File: src/rtl/keypad_scanner.sv
// keypad_scanner: 4x4 matrix keypad scanner with per-key debounce and a valid/ack handoff to the CPU.
// Define KEYPAD_COL_SYNC_EN to pass the column pins through a 2-flop synchroniser.
module keypad_scanner #(
    parameter int SCAN_DIV = 100000,
    parameter int DEBOUNCE = 4
) (
    input  logic       clk,
    input  logic       clr,
    output logic [3:0] row,
    input  logic [3:0] col,
    output logic [3:0] key_code,
    output logic       key_valid,
    input  logic       key_ack,
    output logic       held
);

    localparam int DW = $clog2(SCAN_DIV);
    localparam int CW = $clog2(DEBOUNCE + 1);

    typedef enum logic [1:0] {
        ST_SCAN,
        ST_DEBOUNCE,
        ST_HELD
    } state_t;

    state_t          state_q;
    logic [DW-1:0]   divCnt_q, divCnt_d;
    logic [1:0]      rowIdx_q, rowNext;
    logic [3:0]      row_q;
    logic [1:0]      capCol_q;
    logic [CW-1:0]   pressCnt_q;
    logic [CW-1:0]   relCnt_q;
    logic [3:0]      keyCode_q;
    logic            keyValid_q;
    logic            held_q;

    logic [3:0]      colS;
    logic [1:0]      colIdx;
    logic            hit;
    logic            tick;
    logic            confirm;

`ifdef KEYPAD_COL_SYNC_EN
    logic [3:0] sync1_q, sync2_q;

    always_ff @(posedge clk or posedge clr) begin
        if (clr) begin
            sync1_q <= 4'hF;
            sync2_q <= 4'hF;
        end else begin
            sync1_q <= col;
            sync2_q <= sync1_q;
        end
    end

    assign colS = sync2_q;
`else
    assign colS = col;
`endif

    assign tick     = (divCnt_q == DW'(SCAN_DIV - 1));
    assign divCnt_d = tick ? '0 : divCnt_q + DW'(1);

    always_ff @(posedge clk or posedge clr) begin
        if (clr) begin
            divCnt_q <= '0;
        end else begin
            divCnt_q <= divCnt_d;
        end
    end

    // Lowest-index low column wins when several keys in the driven row are down.
    always_comb begin
        colIdx = 2'd3;
        casez (colS)
            4'b???0: colIdx = 2'd0;
            4'b??01: colIdx = 2'd1;
            4'b?011: colIdx = 2'd2;
            default: colIdx = 2'd3;
        endcase
    end

    assign hit     = ~&colS;
    assign rowNext = rowIdx_q + 2'd1;

    always_comb begin
        confirm = 1'b0;
        if (tick && hit) begin
            case (state_q)
                ST_SCAN:     confirm = (DEBOUNCE == 1);
                ST_DEBOUNCE: confirm = (colIdx == capCol_q) && (pressCnt_q == CW'(DEBOUNCE - 1));
                default:     confirm = 1'b0;
            endcase
        end
    end

    // A confirmation always beats a same-cycle ack so the newest key is never lost.
    always_ff @(posedge clk or posedge clr) begin
        if (clr) begin
            state_q    <= ST_SCAN;
            rowIdx_q   <= 2'd0;
            row_q      <= 4'b1110;
            capCol_q   <= 2'd0;
            pressCnt_q <= '0;
            relCnt_q   <= '0;
            keyCode_q  <= 4'd0;
            keyValid_q <= 1'b0;
            held_q     <= 1'b0;
        end else begin
            if (tick) begin
                case (state_q)
                    ST_SCAN: begin
                        if (hit) begin
                            capCol_q   <= colIdx;
                            pressCnt_q <= CW'(1);
                            state_q    <= confirm ? ST_HELD : ST_DEBOUNCE;
                        end else begin
                            rowIdx_q <= rowNext;
                            row_q    <= ~(4'b0001 << rowNext);
                        end
                    end
                    ST_DEBOUNCE: begin
                        if (hit && colIdx == capCol_q) begin
                            pressCnt_q <= pressCnt_q + CW'(1);
                            if (confirm) begin
                                state_q <= ST_HELD;
                            end
                        end else begin
                            state_q  <= ST_SCAN;
                            rowIdx_q <= rowNext;
                            row_q    <= ~(4'b0001 << rowNext);
                        end
                    end
                    ST_HELD: begin
                        if (hit) begin
                            relCnt_q <= '0;
                        end else if (relCnt_q == CW'(DEBOUNCE - 1)) begin
                            relCnt_q <= '0;
                            held_q   <= 1'b0;
                            state_q  <= ST_SCAN;
                            rowIdx_q <= rowNext;
                            row_q    <= ~(4'b0001 << rowNext);
                        end else begin
                            relCnt_q <= relCnt_q + CW'(1);
                        end
                    end
                    default: state_q <= ST_SCAN;
                endcase
            end

            if (confirm) begin
                keyCode_q  <= {rowIdx_q, colIdx};
                keyValid_q <= 1'b1;
                held_q     <= 1'b1;
                relCnt_q   <= '0;
            end else if (keyValid_q && key_ack) begin
                keyValid_q <= 1'b0;
            end
        end
    end

    assign row       = row_q;
    assign key_code  = keyCode_q;
    assign key_valid = keyValid_q;
    assign held      = held_q;

endmodule

File: config.mk
export PLATFORM = sky130hd
export DESIGN_NAME = keypad_scanner
export DESIGN_NICKNAME = d
export VERILOG_FILES = /design/src/rtl/keypad_scanner.sv
export SDC_FILE = /design/constraint.sdc
export NUM_CORES = 1
export LEC_CHECK = 0
export CAP_MARGIN = 20
export CELL_PAD_IN_SITES_DETAIL_PLACEMENT = 1
export CELL_PAD_IN_SITES_GLOBAL_PLACEMENT = 2
export CORE_MARGIN = 3
export CORE_UTILIZATION = 37
export DETAILED_ROUTE_END_ITERATION = 7
export PLACE_DENSITY = 0.75
export SLEW_MARGIN = 20
export SYNTH_ARGS = -nofsm -noshare
export SYNTH_HDL_FRONTEND = slang
export SYNTH_SLANG_ARGS = --single-unit
export TNS_END_PERCENT = 10
File: constraint.sdc
create_clock -name clk -period 2.4 [get_ports clk]
set_input_delay 0.6 -clock clk [delete_from_list [all_inputs] [get_ports clk]]
set_output_delay 0.6 -clock clk [all_outputs]
set_load 0.02 [all_outputs]
# [Word-level counts from Yosys, hierarchy flattened]
# Index checks and enable logic that the tools add are counted.
# Widths: inputs -> output; s select.
[totals] input_bits=7 reg_bits=39 word_cells=89
[op_classes] shift=1 bitwise=3 n_eq_ne=15 add_sub_neg=4 reduce_logical=20 mux=36
[op_table] operator="$mux 3" count=7
[op_table] operator="$mux 2" count=10
[op_table] operator="$pmux 2 s3" count=3
[op_table] operator="$add 17x1->17 const B" count=1
[op_table] operator="$eq 17x17->1 const B" count=1
[op_table] operator="$mux 17" count=1
[op_table] operator="$mux 4" count=4
[op_table] operator="$ne 2x2->1 const B" count=6
[op_table] operator="$pmux 4 s3" count=1
[op_table] operator="$reduce_and 4->1" count=3
[op_table] operator="$reduce_bool 2->1" count=6
[op_table] operator="$eq 3x2->1 const B" count=3
[op_table] operator="$mux 1" count=9
[op_table] operator="$add 3x1->3 const B" count=2
[op_table] operator="$pmux 3 s2" count=1
[op_table] operator="$reduce_and 6->1" count=1
[op_table] operator="$reduce_and 5->1" count=1
[op_table] operator="$eq 2x1->1 const B" count=2
[op_table] operator="$logic_and 1x1->1" count=4
[op_table] operator="$not 4->4" count=1
[op_table] operator="$shl 1x2->4 const A" count=1
[op_table] operator="$ne 3x3->1 const B" count=1
[op_table] operator="$reduce_and 3->1" count=1
[op_table] operator="$reduce_bool 3->1" count=1
[op_table] operator="7 further kinds" count=8

# [Longest topological paths before layout]
[depth] word_depth=9 depth_mapped=8 mapped_depth_nobuf=6

# [Worst setup path before layout]
# Ideal clock, no wire load.
[synth_path] kind="reg2reg" from="reg divCnt_q[0]" to="reg rowIdx_q[1]" synth_period_minus_slack_ns=2.100 t_required_ns=2.275 setup_slack_ns=0.300 arrival_ns=1.975 stages_incl_launch_ff=7 path_buffers=0 setup_time_ns=0.125 cell_sequence="dfrtp_1 -> ha_1 -> and4_1 -> nand4_4 -> or3b_4 -> o22ai_4 -> mux2_4"
[synth_between] elab_chain_len=2
[synth_rtl] item="start: declaration" line_no="27" rtl="logic [DW-1:0] divCnt_q, divCnt_d;"
[synth_rtl] item="start signal: assignment" line_no="68" rtl="divCnt_q <= divCnt_d;"
[synth_rtl] item="$eq 17x17->1" line_no="61" rtl="assign tick = (divCnt_q == DW'(SCAN_DIV - 1));"
[synth_rtl] item="$reduce_and 6->1 (no line)"
[synth_rtl] item="end signal: assignment" line_no="118" rtl="rowIdx_q <= rowNext;"
[synth_rtl] item="end signal: assignment" line_no="130" rtl="rowIdx_q <= rowNext;"
[synth_rtl] item="end signal: assignment" line_no="141" rtl="rowIdx_q <= rowNext;"
[synth_rtl] item="end: declaration" line_no="28" rtl="logic [1:0] rowIdx_q, rowNext;"
# No other way between the ends.
# A chain may end at the register's enable or synchronous reset.

# [Final worst setup path]
[layout_path] from="in col[1]" to="reg pressCnt_q[1]"
[layout_between] elab_chain_len=6 elab_cells_between_ends=10 cone_classes="eq/ne: 5; mux: 1; reduce/logical: 4"
[layout_rtl] item="start: declaration" line_no="10" rtl="input logic [3:0] col,"
[layout_rtl] item="$eq 3x2->1 or $eq 2x1->1 (tied branches)" line_no="75" rtl="casez (colS)"
[layout_rtl] item="$pmux 2 s3" line_no="75"
[layout_rtl] item="$eq 2x2->1" line_no="123" rtl="if (hit && colIdx == capCol_q) begin"
[layout_rtl] item="$logic_and 1x1->1" line_no="123"
[layout_rtl] item="$ne 2x2->1 (no line)"
[layout_rtl] item="$reduce_and 4->1 (no line) (*)"
[layout_rtl] item="end signal: assignment" line_no="124" rtl="pressCnt_q <= pressCnt_q + CW'(1);"
[layout_rtl] item="end: declaration" line_no="31" rtl="logic [CW-1:0] pressCnt_q;"
# Every way passes the cells marked *; elsewhere a longest branch is shown, timed or not.

==> impl_metrics.csv <==
group,metric,value,unit
run_status,outcome,"finished clean",
grt,grt_max_degree,40,
hold_path,min_path_type,"reg -> reg",
place,gp_congestion,0.7822,
timing,rsz0062_at_grt,"no",
synth,async_reset_ff_frac,1.000,
clocking,cts_tree,"done",
die,dieArea,6241,um2
worst_setup_path,cp-end-kind,"flip-flop",
timing,finalSetupTns,0,ns
synth,yosys_warnings,0,
final_layout,fin_nets,231,
timing,fin_crit_sh,0.9372,
power_and_ir_drop,ir_worst_vdd,0.1979,mV
drt,first_pass_iters,4,
drt,vias_per_cell,5.113,
synth,synthCells,189,
synth,synth.top_cell.area_share,0.4569,
final_layout,drive_above_1_share,0.1198,
timing,min_period,2.249,ns
timing,worst_pin_slew,0.5466,ns
synth,yosysTopAreaCell,"dfrtp_1",
clocking,clkSinkCount,39,
clocking,htreeDepth,2,
drt,avgRoutedWirePerCell,15.53,um
timing,report.final.setup_viol,0,
die,die_h,79,um
die,pin_count,17,
synth,syn-cell-area,1972,um2
grt,first_global_vias,1648,
worst_setup_path,worstSetupStartpointType,"primary input",
die,num_rows,25,
worst_setup_path,crit_required,2.60,ns
synth,synth_most_common_cell,"dfrtp_1",
drt,vias,1452,
drt,postRouteAntennaNets,0,
clocking,clk_path_buf_depth,2,
place,place_area,2271,um2
power_and_ir_drop,fin_total_pwr,0.001126,W
synth,synth_xor_area_frac,0.06662,
die,initial_utilization,0.3990,
die,die_w,79,um
synth,synth-simple-area-share,0.2348,
timing,relSlewSlack,0.6328,
timing,fmax,444.6,MHz
worst_setup_path,worstPathArrival,2.45,ns
place,preCtsSetupSlack,-0.1643,ns
synth,ys_top_cells_by_count,"36 x dfrtp_1, 25 x nand2_1, 14 x inv_1, 13 x nor2_1, 11 x o21ai_0",
final_layout,n_antenna_cell,0,
synth,yosys.area_share.adder,0.05076,
timing,layout_setup_ws,0.1506,ns
power_and_ir_drop,p_leak,1.071,nW
timing,whs,0.4718,ns
die,fp.coreArea,4942,um2
synth,synthMuxAreaShare,0.04315,
timing,slew_violations,0,
synth,ys_seq_elements,39,
clocking,cts_root_buf,"clkbuf_8",
final_layout,synthToLayoutAreaGrowth,19.29,%
synth,synth-compound-area-share,0.07234,
clocking,cts_setup_buffers,0,
run,max_cap_viol_count,0,
final_layout,final_cell_area,2352,um2
clocking,worstSkewPairLatency,0.29,ns
drt,wl,4.410,mm
synth,syn_area_per_cell,10.43,um2
synth,synth_seq_area_share,0.4968,
synth,synth-edff-count,0,
synth,synth_top_family_by_area,"simple AND/OR/NAND/NOR gates",
place,io_buffers,16,
synth,synth_ff_type,"dfrtp_1",
grt,grt_usage,0.1616,
synth,synth_area_leaders,"dfrtp_1 46%, ha_1 5.1%, nand2_1 4.8%",
grt,grt_pass1_wl,7.831,mm
synth,syn_nets,204,
synth,synth.distinct_cells,39,
drt,drt_iter0_markers,82,
grt,grt_overflow,0,
clocking,numCtsBuffers,5,
clocking,cts_hold_buf,0,
timing,final-hold-violation-count,0,
clocking,clkTransAtPathRegs,0.07,ns
drt,drc,0,
timing,fin_skew,0.004433,ns
worst_setup_path,crit_type,"in -> reg",
power_and_ir_drop,pwr_density_cell,478.8,nW/um2
grt,antenna_found_initial,0,
clocking,ctsResizeCount,0,
worst_setup_path,crit_fanout,4,
place,hpwlAfterDp,3.267,mm
[per-stage QoR]
step | util | instances
3_3_place_gp | 0.4595 | 276
4_1_cts | 0.4759 | 284
5_1_grt | 0.4759 | 284
2_1_floorplan | - | 189
6_report | 0.4759 | 284
3_5_place_dp | 0.4595 | 276
[report_power, final]
part | total (W) | switching (W) | internal (W)
Combinational | 0.0000443 | 0.0000260 | 0.0000183
Sequential | 0.000659 | 0.000000718 | 0.000658
Clock | 0.000423 | 0.000219 | 0.000204
[registers in the layout, indices dropped and copies added (netlist names)]
register    cells
capCol_q        2
divCnt_q       17
held            1
key_code        4
key_valid       1
pressCnt_q      3
relCnt_q        3
row             4
rowIdx_q        2
state_q         2
[per-layer routing]
metal / track usage / vias to the layer above / share of wire
met5: 0 / - / 0
met4: 0.04983 / 0 / 0.010
met3: 0.05329 / 5 / 0.033
met2: 0.2811 / 15 / 0.53
met1: 0.1879 / 735 / 0.43
li1: - / 697 / -
[placed cells by master (no fill, tap or decap), types with 2 or more instances in the layout]
cell	count
and3_1	2
and4_1	3
buf_4	7
clkbuf_1	2
clkbuf_8	5
clkdlybuf4s50_1	16
dfrtp_1	36
dfstp_2	3
ha_1	8
inv_1	14
mux2i_1	7
nand2_1	25
nand3_1	9
nand4_1	7
nor2_1	13
nor2b_1	2
nor3_1	6
nor4b_4	2
o211ai_1	2
o21a_1	2
o21ai_0	11
xnor2_1	9
xor2_1	6
[critical path, cell delays in order]
cell	delay (ns)
clkdlybuf4s50_1	0.42
or3b_1	0.38
a221oi_1	0.34
or2_2	0.24
buf_12	0.11
nand3_1	0.12
mux2i_1	0.23
[layout make-up]
type | count | area (um2)
timing repair buffer | 24 | 232.7
sequential | 39 | 979.7
fill | 584 | 2590
clock inverter | 1 | 5.005
multi-input combinational | 132 | 922.1
tap | 67 | 83.83
clock buffer | 7 | 76.32
inverter | 14 | 52.55
[kinds of logic (layout without fill, tap and decap cells)]
| logic type | after synthesis | after routing |
|---|---|---|
| simple gates | 80 | 80 |
| flops | 39 | 39 |
| compound gates | 21 | 21 |
| buf+inv | 18 | 46 |
| xor+xnor | 15 | 15 |
| fa+ha+maj | 8 | 8 |
| mux | 8 | 8 |
[final timing paths]
| path | endpoint | cells after the start | startpoint | slack, ns |
|---|---|---|---|---|
| setup / recovery | pressCnt_q[1] | 7 | col[1] | 0.15 |
| setup reg to reg | row[1] | 7 | divCnt_q[0] | 0.30 |
| min in group asynchronous | divCnt_q[0] | 3 | clr | 0.73 |
| max in group asynchronous | row[3] | 3 | clr | 1.31 |
| hold / removal | row[2] | 2 | row[2] | 0.47 |
| hold reg to reg | row[2] | 2 | row[2] | 0.47 |
No activity file was read; power rests on OpenSTA's default activity.
